--- src/rtl/tlb_unit_pkg.sv ---
// Shared TLB definitions: default geometry, walk FSM encoding, saturating counter helper.
// Latency/backpressure: n/a (types and constants only).
package tlb_unit_pkg;

  localparam int VA_W_DEF    = 14;
  localparam int PA_W_DEF    = 10;
  localparam int OFF_W_DEF   = 8;
  localparam int ENTRIES_DEF = 4;

  typedef enum logic [2:0] {
    S_IDLE,
    S_WB,
    S_FILL,
    S_READY,
    S_FAULT
  } state_t;

  function automatic logic [15:0] sat_inc16(input logic [15:0] v);
    return (v == 16'hFFFF) ? v : v + 16'd1;
  endfunction

endpackage

--- src/rtl/tlb_unit_lru.sv ---
// True-LRU age matrix: touched entry becomes age 0, younger entries age by one; lru_idx is the oldest.
// Latency: touch takes effect next cycle; lru_idx is combinational from the ages. No backpressure.
module tlb_unit_lru #(
  parameter int  ENTRIES = 4,
  localparam int IDX_W   = $clog2(ENTRIES)
) (
  input  logic             clock,
  input  logic             reset,
  input  logic             touch,
  input  logic [IDX_W-1:0] touch_idx,
  output logic [IDX_W-1:0] lru_idx
);

  logic [IDX_W-1:0] age [ENTRIES];

  // ages always form a permutation of 0..ENTRIES-1, so only entries younger than the touched one move
  always_ff @(posedge clock) begin
    if (reset) begin
      for (int i = 0; i < ENTRIES; i++) age[i] <= IDX_W'(ENTRIES - 1 - i);
    end else if (touch) begin
      for (int i = 0; i < ENTRIES; i++) begin
        if (IDX_W'(i) == touch_idx)        age[i] <= '0;
        else if (age[i] < age[touch_idx])  age[i] <= age[i] + 1'b1;
      end
    end
  end

  always_comb begin
    lru_idx = '0;
    for (int i = 0; i < ENTRIES; i++) begin
      if (age[i] == IDX_W'(ENTRIES - 1)) lru_idx = IDX_W'(i);
    end
  end

endmodule

--- src/rtl/tlb_unit.sv ---
// Fully associative TLB with page-table walk, victim write-back and true LRU; TLB_STATS_EN adds hit/miss/fault counters.
// Latency: hit 1 cycle to addr_prepared; miss waits on pt_done (WB then FILL). cpu_req is held by the CPU until answered.
module tlb_unit
  import tlb_unit_pkg::*;
#(
  parameter int VA_W    = VA_W_DEF,
  parameter int PA_W    = PA_W_DEF,
  parameter int OFF_W   = OFF_W_DEF,
  parameter int ENTRIES = ENTRIES_DEF
) (
  input  logic                  clock,
  input  logic                  reset,
  input  logic                  cpu_req,
  input  logic                  write_in,
  input  logic [VA_W-1:0]       virt_addr,
  output logic                  addr_prepared,
  output logic [PA_W-1:0]       phys_addr,
  output logic                  page_fault,
  output logic                  pt_req,
  output logic                  pt_we,
  output logic [VA_W-OFF_W-1:0] pt_vpn,
  output logic [PA_W-OFF_W+2:0] pt_wdata,
  input  logic [PA_W-OFF_W+2:0] pt_rdata,
  input  logic                  pt_done
`ifdef TLB_STATS_EN
  ,
  output logic [15:0]           hit_count,
  output logic [15:0]           miss_count,
  output logic [15:0]           fault_count
`endif
);

  localparam int VPN_W = VA_W - OFF_W;
  localparam int PPN_W = PA_W - OFF_W;
  localparam int IDX_W = $clog2(ENTRIES);

  typedef struct packed {
    logic             valid;
    logic             dirty;
    logic             refd;
    logic [PPN_W-1:0] ppn;
  } pte_t;

  pte_t             ent     [ENTRIES];
  logic [VPN_W-1:0] ent_vpn [ENTRIES];

  state_t           state, state_nxt;
  logic [VPN_W-1:0] req_vpn;
  logic [OFF_W-1:0] req_off;
  logic             req_wr;
  logic [IDX_W-1:0] victim_idx;

  logic [VPN_W-1:0] cur_vpn;
  logic             hit, free_vld;
  logic [IDX_W-1:0] hit_idx, free_idx, lru_idx, victim_sel;
  logic             touch;
  logic [IDX_W-1:0] touch_idx;
  pte_t             rdata;
  logic             unused_pt;

  assign cur_vpn   = virt_addr[VA_W-1:OFF_W];
  assign rdata     = pt_rdata;
  assign unused_pt = &{1'b0, rdata.dirty, rdata.refd};

  // descending scan so the lowest free index wins
  always_comb begin
    hit      = 1'b0;
    hit_idx  = '0;
    free_vld = 1'b0;
    free_idx = '0;
    for (int i = ENTRIES - 1; i >= 0; i--) begin
      if (ent[i].valid && ent_vpn[i] == cur_vpn) begin
        hit     = 1'b1;
        hit_idx = IDX_W'(i);
      end
      if (!ent[i].valid) begin
        free_vld = 1'b1;
        free_idx = IDX_W'(i);
      end
    end
  end

  assign victim_sel = free_vld ? free_idx : lru_idx;

  tlb_unit_lru #(.ENTRIES(ENTRIES)) u_lru (
    .clock     (clock),
    .reset     (reset),
    .touch     (touch),
    .touch_idx (touch_idx),
    .lru_idx   (lru_idx)
  );

  always_ff @(posedge clock) begin
    if (reset) state <= S_IDLE;
    else       state <= state_nxt;
  end

  always_comb begin
    state_nxt     = state;
    touch         = 1'b0;
    touch_idx     = hit_idx;
    addr_prepared = 1'b0;
    page_fault    = 1'b0;
    pt_req        = 1'b0;
    pt_we         = 1'b0;
    pt_vpn        = '0;
    pt_wdata      = '0;
    case (state)
      S_IDLE: begin
        if (cpu_req) begin
          if (hit) begin
            state_nxt = S_READY;
            touch     = 1'b1;
          end else if (ent[victim_sel].valid && (ent[victim_sel].dirty || ent[victim_sel].refd)) begin
            state_nxt = S_WB;
          end else begin
            state_nxt = S_FILL;
          end
        end
      end
      S_WB: begin
        pt_req   = 1'b1;
        pt_we    = 1'b1;
        pt_vpn   = ent_vpn[victim_idx];
        pt_wdata = {1'b1, ent[victim_idx].dirty, ent[victim_idx].refd, ent[victim_idx].ppn};
        if (pt_done) state_nxt = S_FILL;
      end
      S_FILL: begin
        pt_req = 1'b1;
        pt_vpn = req_vpn;
        if (pt_done) begin
          if (rdata.valid) begin
            touch     = 1'b1;
            touch_idx = victim_idx;
            state_nxt = cpu_req ? S_READY : S_IDLE;
          end else begin
            state_nxt = cpu_req ? S_FAULT : S_IDLE;
          end
        end
      end
      S_READY: begin
        addr_prepared = 1'b1;
        if (!cpu_req) state_nxt = S_IDLE;
      end
      S_FAULT: begin
        page_fault = 1'b1;
        if (!cpu_req) state_nxt = S_IDLE;
      end
      default: state_nxt = S_IDLE;
    endcase
  end

  // request fields are latched at IDLE exit so a walk completes even if the CPU drops cpu_req
  always_ff @(posedge clock) begin
    if (reset) begin
      req_vpn    <= '0;
      req_off    <= '0;
      req_wr     <= 1'b0;
      victim_idx <= '0;
      phys_addr  <= '0;
      for (int i = 0; i < ENTRIES; i++) begin
        ent[i]     <= '0;
        ent_vpn[i] <= '0;
      end
    end else begin
      if (state == S_IDLE && cpu_req) begin
        req_vpn    <= cur_vpn;
        req_off    <= virt_addr[OFF_W-1:0];
        req_wr     <= write_in;
        victim_idx <= victim_sel;
        if (hit) begin
          phys_addr          <= {ent[hit_idx].ppn, virt_addr[OFF_W-1:0]};
          ent[hit_idx].refd  <= 1'b1;
          if (write_in) ent[hit_idx].dirty <= 1'b1;
        end
      end
      if (state == S_FILL && pt_done) begin
        if (rdata.valid) begin
          ent[victim_idx].valid <= 1'b1;
          ent[victim_idx].dirty <= req_wr;
          ent[victim_idx].refd  <= 1'b1;
          ent[victim_idx].ppn   <= rdata.ppn;
          ent_vpn[victim_idx]   <= req_vpn;
          phys_addr             <= {rdata.ppn, req_off};
        end else begin
          ent[victim_idx].valid <= 1'b0;
        end
      end
    end
  end

`ifdef TLB_STATS_EN
  always_ff @(posedge clock) begin
    if (reset) begin
      hit_count   <= '0;
      miss_count  <= '0;
      fault_count <= '0;
    end else begin
      if (state == S_IDLE && cpu_req) begin
        if (hit) hit_count  <= sat_inc16(hit_count);
        else     miss_count <= sat_inc16(miss_count);
      end
      if (state == S_FILL && pt_done && !rdata.valid) fault_count <= sat_inc16(fault_count);
    end
  end
`endif

endmodule

--- config.mk ---
export PLATFORM = sky130hd
export DESIGN_NAME = tlb_unit
export DESIGN_NICKNAME = d
export VERILOG_FILES = /design/src/rtl/tlb_unit_pkg.sv /design/src/rtl/tlb_unit_lru.sv /design/src/rtl/tlb_unit.sv
export SDC_FILE = /design/constraint.sdc
export NUM_CORES = 1
export LEC_CHECK = 0
export CAP_MARGIN = 20
export CORE_MARGIN = 8
export CORE_UTILIZATION = 40
export CTS_BUF_LIST = sky130_fd_sc_hd__clkbuf_8
export CTS_CLUSTER_DIAMETER = 150
export DETAILED_ROUTE_END_ITERATION = 10
export GPL_TIMING_DRIVEN = 0
export HOLD_SLACK_MARGIN = 0.02
export PLACE_DENSITY_LB_ADDON = 0.1
export SYNTH_ARGS = -nofsm -noshare
export SYNTH_HDL_FRONTEND = slang
export SYNTH_SLANG_ARGS = --single-unit
--- constraint.sdc ---
create_clock -name clock -period 4.9 [get_ports clock]
set_clock_uncertainty 0.2 [all_clocks]
set_input_delay 0.98 -clock clock [delete_from_list [all_inputs] [get_ports clock]]
set_output_delay 0.98 -clock clock [all_outputs]
set_load 0.1 [all_outputs]
# --- Word level (Yosys, flattened, before mapping) ---
# Memory sizes are Yosys's and may differ from the RTL's. A register that Yosys moved wholly into a read port is not among the register bits.
# Index checks and enable logic that the tools add are counted.
word_totals:
  reg_bits: 30
  ramBits: 52
  input_bits: 24
  elab_cells: 183
  memories: 3
op_classes:
  n_addsub: 4
  magnitude_cmp: 4
  n_eq_ne: 18
  n_mux: 123
  bitwise: 9
  reduce_logical: 16
memory_table:
  columns: ["memory", "depth", "width", "read_ports", "rd_clocked_by_memory_dff", "wr", "line", "text"]
  rows:
  - ["ent_vpn", 4, 6, 5, 1, 4, "tlb_unit.sv:45", "logic [VPN_W-1:0] ent_vpn [ENTRIES];"]
  - ["ent", 4, 5, 7, 1, 4, "tlb_unit.sv:44", "pte_t ent [ENTRIES];"]
  - ["u_lru.age", 4, 2, 5, 0, 4, "tlb_unit_lru.sv:14", "logic [IDX_W-1:0] age [ENTRIES];"]
ops:
  columns: ["op", "n"]
  rows:
  - ["two-way mux 1 bit", 72]
  - ["two-way mux 2 bit", 32]
  - ["two-way mux 10 bit", 4]
  - ["equality test 6 bit", 4]
  - ["two-way mux 3 bit", 7]
  - ["two-way mux 5 bit", 3]
  - ["case mux 3 bit (4 select lines)", 1]
  - ["case mux 6 bit (2 select lines)", 1]
  - ["OR reduction 5 bit", 2]
  - ["OR 1 bit", 9]
  - ["adder 2 x 1 -> 2 bit, second input constant", 4]
  - ["less-than comparator 2 bit", 4]
  - ["!= test 2 bit, second input constant", 4]
  - ["logical AND 1 bit", 7]
  - ["equality test 2 bit, second input constant", 3]
  - ["equality test 3 x 2 -> 1 bit, second input constant", 2]
  - ["two-way mux 6 bit", 1]
  - ["OR reduction 6 bit", 1]
  - ["equality test 2 bit, first input constant", 2]
  - ["two-way mux 4 bit", 1]
  - ["AND reduction 4 bit", 1]
  - ["OR reduction 2 bit", 2]
  - ["equality test 3 x 1 -> 1 bit, second input constant", 1]
  - ["equality test 3 bit, second input constant", 1]
  - ["5 further kinds", 5]

# --- Logic depth before layout (Yosys ltp) ---
# An unclocked memory read counts as a cell.
depth:
  word_depth: 18
  mapped_depth: 12
  mapped_depth_nobuf: 10

# --- By module ---
# From an unflattened synthesis, not the netlist that was laid out.
unflattened:
  hier_cells: 483
  area_unflattened_um2: 4853.4
modules_own_cells:
  columns: ["module", "instances", "cells_per_inst", "area_each_um2", "seq_area_each_um2"]
  rows:
  - ["tlb_unit", 1, 412, 4121.5, 1961.9]
  - ["tlb_unit_lru", 1, 71, 732.0, 240.2]

# --- Worst setup path before layout ---
# Ideal clock, no wire load.
synth_timing:
  kind: "register to output"
  startpoint: "register state[2]"
  endpoint: "output addr_prepared"
  arrival_ns: 2.737
  required_ns: 3.720
  setup_slack_ns: 0.983
  path_stages_with_launch: 4
  path_cell_list: "dfxtp_1 clkbuf_1 clkbuf_1 nor3_1"
synth_between:
  elab_chain_len: 2
synth_rtl:
  columns: ["element", "line", "text"]
  rows:
  - ["start: declaration", "tlb_unit.sv:47", "state_t state, state_nxt;"]
  - ["start signal: assignment", "tlb_unit.sv:95", "else state <= state_nxt;"]
  - ["equality test 3 x 2 -> 1 bit", "tlb_unit.sv:108", "case (state)"]
  - ["two-way mux 1 bit", "tlb_unit.sv:108", null]
  - ["end: declaration", "tlb_unit.sv:16", "output logic addr_prepared,"]
# No other way between the ends.

==> results_dict.tcl <==
set metrics [dict create \
    outcome "finished, final reports clean" \
    synth_commonest_cells "nand2_1 (54), edfxtp_1 (52), nor2_1 (35)" \
    hpwl_um 10000 \
    yosys-top-cells-area "edfxtp_1 (32%), dfxtp_1 (13%), mux4_2 (4.7%)" \
    timing.final.crit_share_pct 90.1 \
    final_max_slew_viol_count 0 \
    synth_edf_count 52 \
    async_flop_share_pct 0 \
    synth_compound_area_share_pct 15.9 \
    grt_max_degree 15 \
    synth_top_family_by_area "simple AND/OR/NAND/NOR gates" \
    ys_ff_latch 84 \
    yosysWarnings 0 \
    worst_slack_ns 0.485 \
    worstHoldEndpoint "phys_addr[1]" \
    syn_nets 501 \
    netlist_area_um2 4830 \
    crit_path_end_kind "output port" \
    overflow 0 \
    critPathArrivalTime_ns 3.24 \
    ff2ff_setup_slack_ns 1.18 \
    cts_num_sinks 84 \
    critPathKind "flop to output port" \
    crit_fanout 10 \
    min_period_ns 4.42 \
    totalWireLength_um 13800 \
    syn_avg_cell_area_um2 10.2 \
    wl_per_cell_um 20.3 \
    grt_pass1_wl_um 21800 \
    antenna_found_initial 0 \
    crit_path_start_kind "flop" \
    synthSimpleGateAreaFrac_pct 20.2 \
    clock_path_buffers 2 \
    worst_pin_slew_ns 0.993 \
    std_cell_rows 40 \
    yosys.area.top_type_share_pct 32.3 \
    via_per_inst 5.57 \
    cts-htree-levels 3 \
    yosysUniqueCellTypes 73 \
    grt_use_total_pct 17.7 \
    core_area_um2 11900 \
    io_buffers 39 \
    synthAdderAreaFrac_pct 0.778 \
    holdPathStages 2 \
    finalPower_mw 1.71 \
    synth_xor_area_share_pct 4.35 \
    hold_class "flop to flop" \
    gp_congestion 0.827 \
    numCtsBuffers 9 \
    timing.setup.tns_ns 0 \
    grt_pass1_vias 3819 \
    holdWs_ns 0.251 \
    maxCapViolCount 0 \
    initial_core_util_pct 40.5 \
    r2r-start "ent_vpn[0][3]" \
    postCtsHoldBufs 0 \
    setup_viol 0 \
    drc_errors 0 \
    synth_most_common_cell "nand2_1" \
    clk_pin_slew_ns 0.09 \
    vias 3772 \
    postCtsSetupBuffers 0 \
    worstPathRequired_ns 3.72 \
    insertion_delay_ns 0.36 \
    netlist_instances 474 \
    die_y_um 126 \
    antenna_left 0 \
    muxShareOfSynthArea_pct 7.85 \
    area_growth_pct 16.6 \
    drt_iter0_markers 395 \
    reg2reg_depth 11 \
    min_from "req_off[1]" \
    cts.repair.resized 0 \
    num_antenna_cells 0 \
    ir_drop_mv 0.123 \
    power.leakage_nw 2.09 \
    cts_tree "done" \
    firstDrtPassIters 5 \
    dieWidth_um 126 \
    ios 49 \
    timing.fmax_ghz 0.226 \
    cts-root-buf "clkbuf_8" \
    synth_seq_area_share_pct 45.6 \
    dp_worst_setup_slack_ns 0.521 \
    rsz0062_at_grt "false" \
    finalHoldViolCount 0 \
    p_per_area_nw_per_um2 305 \
    layout.nets 552 \
    slew_headroom_pct 33.6 \
    die_area_um2 15800 \
    yosysTopAreaCell "edfxtp_1" \
    ys.flop_type "edfxtp_1" \
    r2r_end "ent_vpn[3][1]" \
    final_layout_size_suffix_gt1_share_pct 12.8 \
]
==> through the flow <==
step	utilization (%)	cells	cell area, um^2
global route	47.2	677	5630
detailed placement	45.4	661	5410
floorplan	-	474	4830
finish	47.2	677	5630
CTS	47.2	677	5630
global placement	45.3	660	5400
==> worst max-delay path by stage <==
stage / startpoint / to / slack, ns
global placement: cpu_req / ent_vpn[3][2] / 0.26
floorplan: state[2] / addr_prepared / 0.98
detailed placement: virt_addr[11] / ent_vpn[3][2] / 0.52
global route: flop / pt_vpn[0] / 0.34
CTS: flop / pt_vpn[0] / 0.41
finish: flop / pt_vpn[0] / 0.48
==> critical path, stage by stage, from the launching register on <==
cell             delay [ns]
dfxtp_1                0.31
clkbuf_1               0.70
mux4_2                 0.62
a22oi_1                0.19
nor2_1                 0.06
clkdlybuf4s50_1        0.99
==> power by group <==
part / total, mW / switching, mW / leakage (nW) / internal [mW]
registers: 0.821 / 0.0319 / 0.785 / 0.790
logic: 0.331 / 0.220 / 1.19 / 0.111
clock network: 0.562 / 0.264 / 0.119 / 0.298
total: 1.71 / 0.516 / 2.09 / 1.20
==> state kept, by name, summed over array words and instances (netlist names), named ones only <==
register / count
ent_vpn: 24
ent: 20
phys_addr: 10
req_off: 8
u_lru.age: 8
req_vpn: 6
state: 3
victim_idx: 2
req_wr: 1
==> layer usage <==
| metal | global-route usage (%) | share of wire (%) | vias to the layer above |
|---|---|---|---|
| li1 | - | - | 1825 |
| met1 | 23.6 | 46 | 1829 |
| met2 | 28.3 | 46 | 107 |
| met3 | 3.84 | 6.4 | 11 |
| met4 | 5.31 | 1.2 | 0 |
| met5 | 0 | 0 | - |
==> cells by family (layout without fill, tap and decap cells) <==
family / count (synthesis) / after routing
AOI/OAI and AO/OA: 109 / 109
and+or+nand+nor: 183 / 183
muxes: 25 / 25
DFF: 84 / 84
buffers and inverters: 46 / 102
xor gates and xnor gates: 24 / 24
adders and majority gates: 3 / 3
==> cell type report <==
class	instances	area [um^2]
buffer	33	209
clock buffer	10	138
clock inverter	6	81.3
fill	1177	6280
inverter	13	48.8
multi-input combinational	344	2370
sequential	84	2200
tap	147	184
timing repair buffer	40	398
==> placed cells by master (no fill, tap or decap), types with 7 or more instances in the layout <==
cell type / n
a21oi_1: 33
xor2_1: 12
xnor2_1: 12
dfxtp_1: 32
clkbuf_1: 14
a21o_1: 8
and2_1: 27
mux2i_1: 12
clkdlybuf4s50_1: 39
clkbuf_8: 10
nor2b_1: 7
mux4_2: 10
nand2_1: 54
o21ai_0: 10
inv_1: 13
and3_1: 7
buf_4: 8
or2_1: 7
a22oi_1: 15
edfxtp_1: 52
buf_6: 7
nor2_1: 35
No activity file was read; power rests on OpenSTA's default activity.
